<file path="config.mk">
export PLATFORM = sky130hd
export DESIGN_NAME = mem_port_arbiter
export DESIGN_NICKNAME = d
export VERILOG_FILES = /design/src/rtl/mem_arb_pkg.sv /design/src/rtl/mem_arb_id_fifo.sv /design/src/rtl/mem_port_arbiter.sv
export SDC_FILE = /design/constraint.sdc
export NUM_CORES = 1
export LEC_CHECK = 0
export BUFFER_PORTS_ARGS = -buffer_cell sky130_fd_sc_hd__clkbuf_2
export CAP_MARGIN = 20
export CELL_PAD_IN_SITES_DETAIL_PLACEMENT = 0
export CELL_PAD_IN_SITES_GLOBAL_PLACEMENT = 1
export CORE_AREA = 2 2 111 113
export CTS_BUF_LIST = sky130_fd_sc_hd__clkbuf_8
export DETAILED_ROUTE_END_ITERATION = 8
export DIE_AREA = 0 0 113 115
export HOLD_SLACK_MARGIN = 0.06
export PLACE_DENSITY_LB_ADDON = 0.15
export RECOVER_POWER = 25
export SLEW_MARGIN = 20
export SYNTH_ARGS = -nofsm -noshare
export SYNTH_HDL_FRONTEND = slang
export SYNTH_HIERARCHICAL = 1
export SYNTH_SLANG_ARGS = --single-unit
</file>
<file path="constraint.sdc">
create_clock -name clk -period 3.13 [get_ports clk]
set_input_delay 0.1565 -clock clk [delete_from_list [all_inputs] [get_ports clk]]
set_output_delay 0.1565 -clock clk [all_outputs]
set_load 0.01 [all_outputs]
</file>
<file path="src/rtl/mem_arb_pkg.sv">
// Shared types for the instruction/data memory port arbiter.
// Owner encoding is also the payload stored in the outstanding-ID FIFO.
package mem_arb_pkg;

    typedef enum logic {
        OWNER_INSTR = 1'b0,
        OWNER_DATA  = 1'b1
    } owner_e;

    typedef enum logic {
        LOCK_IDLE = 1'b0,
        LOCK_HELD = 1'b1
    } lock_e;

    localparam logic [3:0] MEM_BE_FULL = 4'b1111;

endpackage

</file>
<file path="src/rtl/mem_arb_id_fifo.sv">
// Small circular FIFO remembering which requester owns each
// outstanding memory transaction; responses return in order.
module mem_arb_id_fifo #(
    parameter int DEPTH = 2,
    parameter int WIDTH = 1,
    localparam int CW = $clog2(DEPTH) + 1,
    localparam int PW = (DEPTH > 1) ? $clog2(DEPTH) : 1
) (
    input  logic             clk,
    input  logic             rst_n,
    input  logic             push_i,
    input  logic [WIDTH-1:0] wdata_i,
    input  logic             pop_i,
    output logic [WIDTH-1:0] rdata_o,
    output logic             full_o,
    output logic             empty_o,
    output logic [CW-1:0]    count_o
);

    logic [WIDTH-1:0] mem_q [DEPTH];
    logic [WIDTH-1:0] mem_d [DEPTH];
    logic [PW-1:0]    wr_q, wr_d;
    logic [PW-1:0]    rd_q, rd_d;
    logic [CW-1:0]    cnt_q, cnt_d;

    function automatic logic [PW-1:0] ptr_inc(input logic [PW-1:0] p);
        return (p == PW'(DEPTH - 1)) ? '0 : p + PW'(1);
    endfunction

    always_comb begin
        mem_d = mem_q;
        wr_d  = wr_q;
        rd_d  = rd_q;
        cnt_d = cnt_q;
        if (push_i) begin
            mem_d[wr_q] = wdata_i;
            wr_d        = ptr_inc(wr_q);
        end
        if (pop_i) begin
            rd_d = ptr_inc(rd_q);
        end
        case ({push_i, pop_i})
            2'b10:   cnt_d = cnt_q + CW'(1);
            2'b01:   cnt_d = cnt_q - CW'(1);
            default: cnt_d = cnt_q;
        endcase
    end

    always_ff @(posedge clk or negedge rst_n) begin
        if (!rst_n) begin
            mem_q <= '{default: '0};
            wr_q  <= '0;
            rd_q  <= '0;
            cnt_q <= '0;
        end else begin
            mem_q <= mem_d;
            wr_q  <= wr_d;
            rd_q  <= rd_d;
            cnt_q <= cnt_d;
        end
    end

    assign rdata_o = mem_q[rd_q];
    assign full_o  = (cnt_q == CW'(DEPTH));
    assign empty_o = (cnt_q == '0);
    assign count_o = cnt_q;

endmodule

</file>
<file path="src/rtl/mem_port_arbiter.sv">
// Shares one req/gnt/rvalid memory port between instr and data sides.
// Define MEM_ARB_ROUND_ROBIN_EN for round-robin ties (default DATA wins).
module mem_port_arbiter
    import mem_arb_pkg::*;
#(
    parameter int MAX_OUTSTANDING = 2
) (
    input  logic        clk,
    input  logic        rst,
    input  logic        instr_req_i,
    output logic        instr_gnt_o,
    output logic        instr_rvalid_o,
    input  logic [31:0] instr_addr_i,
    output logic [31:0] instr_rdata_o,
    output logic        instr_err_o,
    input  logic        data_req_i,
    output logic        data_gnt_o,
    output logic        data_rvalid_o,
    input  logic        data_we_i,
    input  logic [3:0]  data_be_i,
    input  logic [31:0] data_addr_i,
    input  logic [31:0] data_wdata_i,
    output logic [31:0] data_rdata_o,
    output logic        data_err_o,
    output logic        mem_req_o,
    input  logic        mem_gnt_i,
    input  logic        mem_rvalid_i,
    output logic        mem_we_o,
    output logic [3:0]  mem_be_o,
    output logic [31:0] mem_addr_o,
    output logic [31:0] mem_wdata_o,
    input  logic [31:0] mem_rdata_i,
    input  logic        mem_err_i,
    output logic        orphan_rsp_o
);

    localparam int ID_W = $clog2(MAX_OUTSTANDING) + 1;

    lock_e        lock_q, lock_d;
    owner_e       owner_q, owner_d;
    owner_e       sel_owner, tie_owner, head_owner;
    logic         sel_valid;
    logic         push, pop;
    logic         fifo_full, fifo_empty;
    logic [0:0]   fifo_rdata;
    logic [ID_W-1:0] fifo_cnt;

`ifdef MEM_ARB_ROUND_ROBIN_EN
    owner_e rr_last_q, rr_last_d;

    assign tie_owner = (rr_last_q == OWNER_DATA) ? OWNER_INSTR : OWNER_DATA;
    assign rr_last_d = push ? sel_owner : rr_last_q;

    always_ff @(posedge clk or negedge rst) begin
        if (!rst) rr_last_q <= OWNER_INSTR;
        else      rr_last_q <= rr_last_d;
    end
`else
    assign tie_owner = OWNER_DATA;
`endif

    // A held lock pins the selection so address/data never switch mid-request.
    always_comb begin
        sel_owner = OWNER_DATA;
        sel_valid = 1'b0;
        if (lock_q == LOCK_HELD) begin
            sel_owner = owner_q;
            sel_valid = (owner_q == OWNER_DATA) ? data_req_i : instr_req_i;
        end else if (data_req_i && instr_req_i) begin
            sel_owner = tie_owner;
            sel_valid = 1'b1;
        end else if (data_req_i) begin
            sel_owner = OWNER_DATA;
            sel_valid = 1'b1;
        end else if (instr_req_i) begin
            sel_owner = OWNER_INSTR;
            sel_valid = 1'b1;
        end
    end

    always_comb begin
        mem_req_o   = rst & sel_valid & ~fifo_full;
        mem_we_o    = 1'b0;
        mem_be_o    = '0;
        mem_addr_o  = '0;
        mem_wdata_o = '0;
        if (mem_req_o) begin
            if (sel_owner == OWNER_DATA) begin
                mem_we_o    = data_we_i;
                mem_be_o    = data_be_i;
                mem_addr_o  = data_addr_i;
                mem_wdata_o = data_wdata_i;
            end else begin
                mem_be_o    = MEM_BE_FULL;
                mem_addr_o  = instr_addr_i;
            end
        end
    end

    always_comb begin
        lock_d  = (mem_req_o && !mem_gnt_i) ? LOCK_HELD : LOCK_IDLE;
        owner_d = mem_req_o ? sel_owner : owner_q;
    end

    always_ff @(posedge clk or negedge rst) begin
        if (!rst) begin
            lock_q  <= LOCK_IDLE;
            owner_q <= OWNER_DATA;
        end else begin
            lock_q  <= lock_d;
            owner_q <= owner_d;
        end
    end

    assign push = mem_req_o & mem_gnt_i;
    assign pop  = rst & mem_rvalid_i & ~fifo_empty;

    mem_arb_id_fifo #(
        .DEPTH(MAX_OUTSTANDING),
        .WIDTH(1)
    ) u_id_fifo (
        .clk    (clk),
        .rst_n  (rst),
        .push_i (push),
        .wdata_i(sel_owner),
        .pop_i  (pop),
        .rdata_o(fifo_rdata),
        .full_o (fifo_full),
        .empty_o(fifo_empty),
        .count_o(fifo_cnt)
    );

    assign head_owner = owner_e'(fifo_rdata);

    assign instr_gnt_o    = push & (sel_owner == OWNER_INSTR);
    assign data_gnt_o     = push & (sel_owner == OWNER_DATA);
    assign instr_rvalid_o = pop & (head_owner == OWNER_INSTR);
    assign data_rvalid_o  = pop & (head_owner == OWNER_DATA);
    assign instr_rdata_o  = instr_rvalid_o ? mem_rdata_i : '0;
    assign data_rdata_o   = data_rvalid_o ? mem_rdata_i : '0;
    assign instr_err_o    = instr_rvalid_o & mem_err_i;
    assign data_err_o     = data_rvalid_o & mem_err_i;
    assign orphan_rsp_o   = rst & mem_rvalid_i & (fifo_cnt == '0);

endmodule
</file>
# Word-level counts from Yosys, hierarchy flattened
# Cells that the tools add are included.
# classes
add_sub_neg	4
magnitude_cmp	3
eq_ne	3
n_mux	29
bitwise	18
reduce_logical	6
# op_table
cell	n
$mux 32	6
$mux 1	18
$and 1x1->1	12
$mux 4	2
$eq 2x2->1 const B	2
$ge 2x2->1 const B	2
$not 1->1	4
$not 1->2	2
$pmux 2 s2	1
$logic_and 1x1->1	3
$add 1x1->1 const B	2
$add 2x1->2 const B	1
$bwmux 2	1
$eq 2x1->1 const B	1
$logic_not 2->1	1
$lt 2x1->1 const B	1
$reduce_bool 2->1	1
$sub 2x1->2 const B	1
$demux 1 s1	1
$logic_not 1->1	1
# totals
reg_bits	8
input_bits	140
out_inout_bits	141
elab_cells	70

# Logic depth before layout (Yosys ltp)
# logic_depth
word_depth	9
depth_mapped	10
mapped_depth_nobuf	9

# Hierarchy
# Netlist, hierarchy kept.
# by_module_without_submodules
mod	n_inst	cells_per_inst	area_per_inst_um2	seq_area_each_um2
mem_port_arbiter	1	256	1971.9	51.3
mem_arb_id_fifo	1	21	267.8	150.1

# Worst setup path before layout
# OpenSTA, ideal clock, no wires.
# synth_timing
path_type	register to register
start	register u_id_fifo.cnt_q[0], in the netlist u_id_fifo/count_o[0]
end	register u_id_fifo.cnt_q[1], in the netlist u_id_fifo/count_o[1]
setup_ns	0.079
arrival_time_ns	1.991
required_ns	3.051
setup_slack_ns	1.060
stages_incl_launch_ff	10
n_path_buf	1
period_less_slack_ns	2.070
path_cell_list	dfrtp_1 -> and2b_2 -> nor2b_1 -> o221ai_4 -> buf_6 -> nor2_1 -> inv_1 -> ha_1 -> nor2_1 -> xor2_1
# synth_via
elab_chain_cells	6
word_cells_on_any_way	13
classes_between	add/sub: 2; eq/ne: 3; mux: 1; bitwise: 5; reduce/logical: 2
# synth_lines
item	line_no	rtl
from (decl)	mem_arb_id_fifo.sv:24	logic [CW-1:0] cnt_q, cnt_d;
from (signal assigned)	mem_arb_id_fifo.sv:59	cnt_q <= cnt_d;
$eq 2x2->1 (*)	mem_arb_id_fifo.sv:64	assign full_o = (cnt_q == CW'(DEPTH));
via fifo_full	mem_port_arbiter.sv:44	logic fifo_full, fifo_empty;
$not 1->1 (*)	mem_port_arbiter.sv:82	mem_req_o = rst & sel_valid & ~fifo_full;
$and 1x1->1 (*)	mem_port_arbiter.sv:82	
$and 1x1->1 (*)	mem_port_arbiter.sv:115	assign push = mem_req_o & mem_gnt_i;
via push	mem_port_arbiter.sv:43	logic push, pop;
$eq 2x1->1 or $eq 2x2->1 (tied branches)	mem_arb_id_fifo.sv:42	case ({push_i, pop_i})
$pmux 2 s2 or $reduce_bool 2->1 (tied branches)	-	
# Mark *: on every way through the listed nets, which the timed path passes. The rest lies on a longest branch.
# A chain may end at the register's enable or synchronous reset.

# Final worst setup path
# layout_timing
start	input port rst
end	output port instr_rdata_o[5]
# layout_via
elab_chain_cells	4
# layout_lines
item	line_no	rtl
from (decl)	mem_port_arbiter.sv:9	input logic rst,
$and 1x1->1 (2 in a row)	mem_port_arbiter.sv:116	assign pop = rst & mem_rvalid_i & ~fifo_empty;
$and 1x1->1	mem_port_arbiter.sv:137	assign instr_rvalid_o = pop & (head_owner == OWNER_INSTR);
$mux 32	mem_port_arbiter.sv:139	assign instr_rdata_o = instr_rvalid_o ? mem_rdata_i : '0;
to (decl)	mem_port_arbiter.sv:14	output logic [31:0] instr_rdata_o,
# No other way between the ends.

==> impl_metrics.yaml <==
synth:
  synth_mux_area_share_pct: 1.51
  yosys.area.top_type: "and2_1"
  ys_types: 37
  syn-num-nets: 418
  syn_area_per_cell_sq_um: 8.09
  synth_compound_area_share_pct: 24.7
  yosys.area_share.adder_pct: 0.559
  synth_seq_cells: 8
  ys_warn_count: 6
  synthSimpleGateAreaFrac_pct: 50.1
  syn_inst: 277
  synth_top_family_by_area: "simple AND/OR/NAND/NOR gates"
  syn_area_sq_mm: 0.00224
  synth_xor_area_share_pct: 1.96
  ys_top_cells_by_area: "and2_1 28%, nand3_2 13%, a21oi_2 9.8%, o21ai_2 9.8%, dfrtp_1 7.8%"
  seq_area_frac_synth_pct: 8.99
  synth_top_area_share_pct: 27.9
floorplanning:
  core_sq_mm: 0.0118
  start_util_pct: 19.0
  dieArea_sq_mm: 0.0130
  ios: 281
  fp-row-count: 40
  die_w_um: 113
  die_y_um: 115
detailed_routing:
  ant_nets: 0
  drtIter0Drc: 103
  finalWirelength_mm: 8.88
  drcViolationCount: 17
  vias: 2903
  wl_per_cell_um: 12.9
  avgViaCountPerCell: 4.22
  first_pass_iters: 6
worst_hold_path:
  min_path_type: "input port to flop"
clock_network:
  cts_resized: 0
  cts.sinks: 8
  cts_tree: "done"
  cts_buffers: 3
  cts_root_buffer: "clkbuf_8"
  path_clk_slew_ns: 0.05
  insertion_delay_ns: 0.23
  cts.path.max_buffers: 2
  cts_max_level: 1
power:
  power_frac_comb_pct: 75.9
  ir_worst_vdd_mv: 0.129
  power_mw: 1.38
  power.density_mw_per_mm2: 379
  p_seq_share_pct: 15.0
  pwr-share-clk_pct: 9.1
  p_sw_uw: 682
  power.internal_uw: 701
  p_leak_nw: 2.00
  switching_share_pct: 49.3
global_route:
  grt_pass1_wl_mm: 13.2
  grt_antenna_before_repair: 0
  grtUsageTotal_pct: 12.2
  grt_pass1_vias: 2734
  grt_max_degree: 40
  grt.overflow.total: 0
run_status:
  status: "finished, violations left"
  violations: "design-rule violations"
worst_setup_path:
  cp_common_cell: "clkbuf_1"
  worstPathArrival_ns: 2.31
  end_kind: "output port"
  crit_chain: "dlygate4sd3_1, clkbuf_1, nand2_1, nor3_1, clkbuf_2, and2_1, clkbuf_1"
  cp_slowest_stage_delay_ns: 0.52
  cp-start-kind: "input port"
  required_ns: 2.97
  crit_type: "input port to output port"
  cp_max_fo: 34
  slowest_stage: "dlygate4sd3_1"
sta:
  maxSlewHeadroom_pct: 60.4
  hold_violations: 0
  rsz0062_at_grt: "no"
  drv_slew: 0
  clock_skew_ns: 0.00394
  finalCritPeriodShare_pct: 78.8
  report.final.setup_viol: 0
  fin_setup_tns_ns: 0
  worst_pin_slew_ns: 0.594
  max_freq_mhz: 406
  min_period_ns: 2.47
layout:
  area_growth_pct: 63.2
  layout-drive-gt1-share_pct: 68.8
  fin_util_pct: 30.9
  diodes: 0
  final_nets: 683
place:
  hpwl_mm: 7.36
  gp_congestion: 0.752
  portBuffers: 280
run:
  drv_cap: 0
[per-stage QoR]
| stage | hold slack, ns | setup slack, ns | cell area [sq um] | cells |
|---|---|---|---|---|
| 2_1_floorplan | -0.139 | 1.06 | 2240 | 277 |
| 3_3_place_gp | 0.0406 | 0.919 | 3630 | 683 |
| 3_5_place_dp | 0.0364 | 0.878 | 3630 | 683 |
| 4_1_cts | 0.115 | 0.758 | 3680 | 688 |
| 5_1_grt | 0.124 | 0.373 | 3650 | 688 |
| 6_report | 0.119 | 0.664 | 3650 | 688 |
[cell type report]
| type | instances | area [sq um] |
|---|---|---|
| inverters | 3 | 11.3 |
| repair buffers | 288 | 1440 |
| well taps | 147 | 184 |
| clock buffers | 3 | 41.3 |
| fillers | 1289 | 8160 |
| flip-flops and latches | 8 | 201 |
| clock inverters | 1 | 3.75 |
| multi-input cells | 238 | 1770 |
[Yosys cell counts]
library cell    n
nand2b_1        1
a21boi_2        1
buf_2           3
or3b_1          1
nand3_1         2
a21oi_2        25
dfstp_2         1
nor3b_4         1
inv_2           1
nor2b_1         2
a22o_1          1
nor2_2          1
xor2_1          3
inv_1           2
a21oi_1         7
o221ai_4        1
buf_4           4
nor2_1         10
nor3_2          2
o21ai_0         7
nand2_1         3
buf_8           2
and3_4          1
o21ai_2        25
nor3b_1         1
nor3_1          5
nor3b_2         1
and2_1        100
mux2_2          3
clkbuf_1        5
nand3_2        30
dfrtp_1         7
buf_12          1
and2b_2         1
buf_6          13
xnor2_1         2
ha_1            1
[cells by family (layout without fill, tap and decap cells)]
family | after synthesis | after routing
adder cells (fa/ha/maj) | 1 | 1
AND/OR/NAND/NOR | 162 | 162
flip-flops | 8 | 8
multiplexers | 3 | 3
AO/OA/AOI/OAI | 67 | 67
buffers and inverters | 31 | 295
XOR/XNOR | 5 | 5
[flip-flops by register name, summed over array words and instances (netlist names)]
register and count:
u_id_fifo/count_o 2, u_id_fifo/mem_q 2, lock_q 1, owner_q 1
u_id_fifo/rd_q 1, u_id_fifo/wr_q 1
[critical path, delay by kind of cell]
kind                   cells  cell delay [ns]
buffers and inverters      4             1.55
and+or+nand+nor            3             0.59
[cells in the final DEF, fill, tap and decap left out, drive strengths merged, types with 3 or more instances in the layout]
master | synthesis | layout
inv | 3 | 4
dfrtp | 7 | 7
clkbuf | 5 | 285
nand3 | 32 | 32
nor2 | 11 | 11
nor3 | 7 | 7
and2 | 100 | 100
mux2 | 3 | 3
nand2 | 3 | 3
xor2 | 3 | 3
a21oi | 32 | 32
nor3b | 3 | 3
o21ai | 32 | 32
buf | 23 | 5
[repair_timing]
| item | CTS | global route |
|---|---|---|
| endpoints found under the hold margin | 8 | 0 |
| setup buffers | 0 | 0 |
| endpoints found under the setup margin | 0 | 0 |
| hold buffers | 1 | 0 |
[per-layer routing]
layer	part of all wire [%]	global-route usage [%]	up-vias
met5	0	0	-
met4	0.27	1.54	0
met3	8.5	2.11	2
met2	52	23.2	149
met1	40	14.7	1292
li1	-	-	1460
[final timing paths]
| check | startpoint | endpoint | slack (ns) | depth (start not counted) |
|---|---|---|---|---|
| max | rst | instr_rdata_o[5] | 0.66 | 7 |
| min reg2reg | u_id_fifo/rd_q | u_id_fifo/rd_q | 0.49 | 1 |
| max reg2reg | owner_q | u_id_fifo/count_o[1] | 0.90 | 7 |
| min in group asynchronous | rst | u_id_fifo/count_o[1] | 0.42 | 2 |
| min | mem_gnt_i | lock_q | 0.12 | 2 |
| max in group asynchronous | rst | owner_q | 2.34 | 2 |
[power groups by stage]
| stage | combinational (mW) | sequential, mW | clock, mW |
|---|---|---|---|
| 6_report | 1.05 | 0.208 | 0.126 |
| 5_1_grt | 1.16 | 0.217 | 0.134 |
| 3_3_place_gp | 1.09 | 0.207 | 0 |
| 4_1_cts | 1.09 | 0.209 | 0.129 |
| 2_1_floorplan | 0.733 | 0.195 | 0 |
| 3_5_place_dp | 1.08 | 0.210 | 0 |
No activity file was read; power rests on OpenSTA's default activity.
